<file path="config.mk">
export PLATFORM = sky130hd
export DESIGN_NAME = pipe_adder
export DESIGN_NICKNAME = d
export VERILOG_FILES = /design/src/rtl/pipe_adder_pkg.sv /design/src/rtl/adder_slice.sv /design/src/rtl/pipe_adder.sv
export SDC_FILE = /design/constraint.sdc
export NUM_CORES = 1
export LEC_CHECK = 0
export CORE_UTILIZATION = 58
export CTS_BUF_LIST = sky130_fd_sc_hd__clkbuf_16
export DETAILED_ROUTE_END_ITERATION = 8
export PLACE_DENSITY = 0.85
export SYNTH_ARGS = -nofsm -noshare
export SYNTH_HDL_FRONTEND = slang
export SYNTH_SLANG_ARGS = --single-unit
</file>
<file path="constraint.sdc">
create_clock -name clk -period 3.25 [get_ports clk]
set_input_delay 0.65 -clock clk [delete_from_list [all_inputs] [get_ports clk]]
set_output_delay 0.65 -clock clk [all_outputs]
set_load 0.02 [all_outputs]
</file>
<file path="src/rtl/pipe_adder_pkg.sv">
// Shared constants and result bundle for the pipelined adder.
// Optional subtract mode is enabled by defining PIPE_ADDER_SUB_EN.
package pipe_adder_pkg;

    localparam int DEF_WIDTH  = 16;
    localparam int DEF_STAGES = 4;

    typedef struct packed {
        logic [DEF_WIDTH-1:0] sum;
        logic                 co;
        logic                 ovf;
    } res_t;

endpackage

</file>
<file path="src/rtl/adder_slice.sv">
// Combinational ripple adder for one slice of the pipelined adder.
// Exposes the carry into the slice MSB for signed overflow detection.
module adder_slice #(
    parameter int W = 4
) (
    input  logic [W-1:0] a,
    input  logic [W-1:0] b,
    input  logic         ci,
    output logic [W-1:0] s,
    output logic         co,
    output logic         cm
);

    logic [W:0] c;

    always_comb begin
        c    = '0;
        s    = '0;
        c[0] = ci;
        for (int i = 0; i < W; i++) begin
            s[i]   = a[i] ^ b[i] ^ c[i];
            c[i+1] = (a[i] & b[i]) | (c[i] & (a[i] ^ b[i]));
        end
    end

    assign co = c[W];
    assign cm = c[W-1];

endmodule

</file>
<file path="src/rtl/pipe_adder.sv">
// Pipelined carry-sliced adder with valid/ready flow control.
// Define PIPE_ADDER_SUB_EN to add the sub port (a + ~b + 1).
module pipe_adder
    import pipe_adder_pkg::*;
#(
    parameter int WIDTH  = DEF_WIDTH,
    parameter int STAGES = DEF_STAGES
) (
    input  logic             clk,
    input  logic             rst_n,
    input  logic             in_valid,
    output logic             in_ready,
`ifdef PIPE_ADDER_SUB_EN
    input  logic             sub,
`endif
    input  logic [WIDTH-1:0] a,
    input  logic [WIDTH-1:0] b,
    input  logic             ci,
    output logic             out_valid,
    input  logic             out_ready,
    output logic [WIDTH-1:0] sum,
    output logic             co,
    output logic             ovf
);

    localparam int SW = WIDTH / STAGES;

    logic             adv;
    logic [WIDTH-1:0] b_in;
    logic             c_in;

    logic             v_q [STAGES];
    logic             c_q [STAGES];
    logic             o_q [STAGES];
    logic [WIDTH-1:0] a_q [STAGES];
    logic [WIDTH-1:0] b_q [STAGES];
    logic [WIDTH-1:0] s_q [STAGES];

    assign adv      = !out_valid || out_ready;
    assign in_ready = adv;

`ifdef PIPE_ADDER_SUB_EN
    assign b_in = sub ? ~b : b;
    assign c_in = sub ? 1'b1 : ci;
`else
    assign b_in = b;
    assign c_in = ci;
`endif

    // Each stage carries the not-yet-added operand slices forward
    // alongside the partial sum so every slice meets its carry.
    for (genvar k = 0; k < STAGES; k++) begin : g_st
        logic             vi;
        logic             ck;
        logic [WIDTH-1:0] ai;
        logic [WIDTH-1:0] bi;
        logic [WIDTH-1:0] si;
        logic [WIDTH-1:0] sn;
        logic [SW-1:0]    ss;
        logic             sc;
        logic             sm;

        if (k == 0) begin : g_src
            assign vi = in_valid;
            assign ck = c_in;
            assign ai = a;
            assign bi = b_in;
            assign si = '0;
        end else begin : g_prv
            assign vi = v_q[k-1];
            assign ck = c_q[k-1];
            assign ai = a_q[k-1];
            assign bi = b_q[k-1];
            assign si = s_q[k-1];
        end

        adder_slice #(
            .W (SW)
        ) u_slice (
            .a  (ai[k*SW +: SW]),
            .b  (bi[k*SW +: SW]),
            .ci (ck),
            .s  (ss),
            .co (sc),
            .cm (sm)
        );

        always_comb begin
            sn                = si;
            sn[k*SW +: SW]    = ss;
        end

        always_ff @(posedge clk or negedge rst_n) begin
            if (!rst_n) begin
                v_q[k] <= 1'b0;
                c_q[k] <= 1'b0;
                o_q[k] <= 1'b0;
                a_q[k] <= '0;
                b_q[k] <= '0;
                s_q[k] <= '0;
            end else if (adv) begin
                v_q[k] <= vi;
                c_q[k] <= sc;
                o_q[k] <= sm ^ sc;
                a_q[k] <= ai;
                b_q[k] <= bi;
                s_q[k] <= sn;
            end
        end
    end

    assign out_valid = v_q[STAGES-1];
    assign sum       = s_q[STAGES-1];
    assign co        = c_q[STAGES-1];
    assign ovf       = o_q[STAGES-1];

endmodule
</file>
==> impl_metrics.env <==
export IMPL_final_cells=422
export IMPL_power_density_nw_per_um2=956
export IMPL_post_cts_setup_buffers=0
export IMPL_cp_end_kind="register"
export IMPL_crit_buf_inv=4
export IMPL_yosysWarningCount=0
export IMPL_cts_buffers=9
export IMPL_clkPwrFrac_pct=21.0
export IMPL_ir_drop_mv=0.469
export IMPL_finClkSkew_ps=4.88
export IMPL_ctsHtreeMaxLevel=3
export IMPL_grt_max_degree=98
export IMPL_holdCritPathClass="input pin to async pin"
export IMPL_path_delay_family="adder cells"
export IMPL_critPathKind="input pin to register"
export IMPL_ioPinCount=57
export IMPL_wire_per_inst_um=15.1
export IMPL_worst_pin_slew_ps=743
export IMPL_slew_headroom_pct=50.5
export IMPL_finalCritPeriodShare_pct=79.0
export IMPL_post_route_drc_count=0
export IMPL_cts_clk_slew_worst_paths_ps=60
export IMPL_postRouteAntennaNets=0
export IMPL_cts_sinks=97
export IMPL_viasPerCell=5.09
export IMPL_crit_path_frequent_cell="fa_1"
export IMPL_min_period_ps=2570
export IMPL_overflow=0
export IMPL_fmax_ghz=0.389
export IMPL_grt_first_pass_wirelength_mm=11.0
export IMPL_first_pass_iters=4
export IMPL_rsz0062_at_grt="no"
export IMPL_placed_cells=407
export IMPL_maxSlewViolCount=0
export IMPL_max_cap_violations=0
export IMPL_status="finished clean"
export IMPL_port_buffer_count=56
export IMPL_num_rows=30
export IMPL_finalNetCount=375
export IMPL_syn_to_final_growth_pct=22.5
export IMPL_totalWireLength_mm=6.35
export IMPL_clkLatencyLatePin_ps=330
export IMPL_power_frac_seq_pct=42.5
export IMPL_whs_ps=382
export IMPL_root_buffer="clkbuf_16"
export IMPL_syn_avg_cell_area_um2=15.5
export IMPL_die_h_um=86.3
export IMPL_dieArea_um2=7440
export IMPL_syn_nets=318
export IMPL_drive_gt1_share_pct=34.4
export IMPL_synth_distinct_cells=14
export IMPL_ctsHoldBuffers=0
export IMPL_syn_cell_area_um2=4120
export IMPL_cp_cell_sequence="clkdlybuf4s50_1 -> fa_1 -> inv_1 -> fa_1 -> inv_1 -> fa_1 -> inv_1 -> fa_1 -> a21oi_2"
export IMPL_clockBufferDepth=2
export IMPL_initial_core_util_pct=60.3
export IMPL_worst_path_max_fanout=1
export IMPL_antenna_found_initial=0
export IMPL_hold_violations=0
export IMPL_p_comb_share_pct=36.4
export IMPL_cts_tree="done"
export IMPL_cts_resized=0
export IMPL_crit_required_ps=3500
export IMPL_dpl_hpwl_mm=4.07
export IMPL_finalSetupViolCount=0
export IMPL_first_global_vias=2350
export IMPL_die_w_um=86.3
export IMPL_drt_iter0_markers=67
export IMPL_grt_total_usage_pct=19.9
export IMPL_core_um2=6830
export IMPL_ys_ff_latch=97
export IMPL_internal_power_w=0.00334
export IMPL_synthCells=265
export IMPL_n_antenna_cell=0
export IMPL_timing_setup_tns_ps=0
export IMPL_ys_seq_area_share_pct=58.9
export IMPL_critPathLaunchType="input pin"
export IMPL_leakage_nw=2.18
export IMPL_p_switching_w=0.00148
export IMPL_routabilityCongestion=0.744
export IMPL_critPathArrivalTime_ps=2820
export IMPL_sw_frac_of_total_pct=30.8
export IMPL_slowest_stage="fa_1"
export IMPL_vias=2149
export IMPL_critPathMaxStageDelay_ps=450
==> final cells by class <==
class	count	area, µm²
sequential	97	2430
fill	431	1790
multi-input combinational	127	1500
timing repair buffer	59	606
clock buffer	9	225
tap	96	120
inverter	28	105
clock inverter	6	61.3
==> power by group through the flow <==
stage	Clock (W)	Combinational (W)	Sequential, W
global placement	0	0.00170	0.00204
detailed placement	0	0.00177	0.00208
finish	0.00101	0.00176	0.00205
global route	0.00109	0.00195	0.00212
CTS	0.00103	0.00179	0.00206
floorplan	0	0.00115	0.00212
==> synth_stat cells, drive strengths merged <==
cell type | n | share of area, %
a21oi | 12 | 2.3
buf | 11 | 1.9
clkbuf | 2 | 0.18
dfrtp | 97 | 59
fa | 16 | 7.8
inv | 28 | 2.6
mux2 | 84 | 23
nand2b | 2 | 0.49
nor3b | 12 | 2.2
xnor2 | 1 | 0.21
==> cell usage in the layout, fill, tap and decap left out <==
cell type         n
buf_4             2
mux2_2           79
inv_1            29
a21oi_2           9
nand2b_1          1
dfrtp_1          97
nor3b_1          12
bufinv_16         1
nand2b_4          1
fa_1             16
a21oi_1           3
buf_12            2
clkinvlp_4        3
clkdlybuf4s50_1  55
mux2_4            5
xnor2_1           1
clkinv_2          1
clkbuf_16         9
==> cells by family (layout without fill, tap and decap cells) <==
logic type / count (synthesis) / in the layout / synth area share [%]
flip-flops: 97 / 97 / 58.9
XOR/XNOR: 1 / 1 / 0.213
buffers and inverters: 41 / 102 / 4.68
multiplexers: 84 / 84 / 23.4
AO/OA/AOI/OAI: 12 / 12 / 2.28
AND/OR/NAND/NOR: 14 / 14 / 2.67
adder cells (fa/ha/maj): 16 / 16 / 7.78
==> worst reg2reg max path, delay by kind of cell, from the launching register on <==
family | cells | cell delay (ps)
mux | 1 | 260
xor+xnor | 1 | 90
buf+inv | 3 | 230
fa+ha+maj | 4 | 1230
flops | 1 | 400
==> through the flow <==
| stage | instance area, µm² | setup slack (ps) | total power [W] | util (%) |
|---|---|---|---|---|
| 6_report | 5040 | 681 | 0.00482 | 73.8 |
| 5_1_grt | 5040 | 595 | 0.00515 | 73.8 |
| 4_1_cts | 5040 | 665 | 0.00488 | 73.8 |
| 3_5_place_dp | 4760 | 383 | 0.00385 | 69.6 |
| 3_3_place_gp | 4760 | 460 | 0.00375 | 69.6 |
| 2_1_floorplan | 4120 | 944 | 0.00327 | - |
==> registers in the layout (all words and copies together) (netlist names) <==
name       cells
sum           16
out_valid      1
g_st.bi       24
ovf            1
co             1
g_st.si       24
g_st.vi        3
g_st.ai       24
g_st.ck        3
==> final timing paths <==
path,start,endpoint,slack (ps),cells after the start
hold / removal,rst_n,g_st[2].si[6]$_DFFE_PN0P_,380,1
max in group asynchronous,rst_n,g_st[3].si[4]$_DFFE_PN0P_,2200,2
setup / recovery,a[0],g_st[1].si[3]$_DFFE_PN0P_,680,9
min in group clk,g_st[3].vi$_DFFE_PN0P_,out_valid$_DFFE_PN0P_,460,1
setup reg to reg,g_st[3].ck$_DFFE_PN0P_,ovf$_DFFE_PN0P_,930,9
hold reg to reg,g_st[3].vi$_DFFE_PN0P_,out_valid$_DFFE_PN0P_,460,1
==> layer usage <==
metal	vias up	global-route usage [%]	part of all wire, %
li1	1000	-	-
met1	1104	25.6	45
met2	41	32.7	50
met3	4	5.52	4.0
met4	0	7.12	1.0
met5	-	0	0
(Power assumes the default switching activity.)
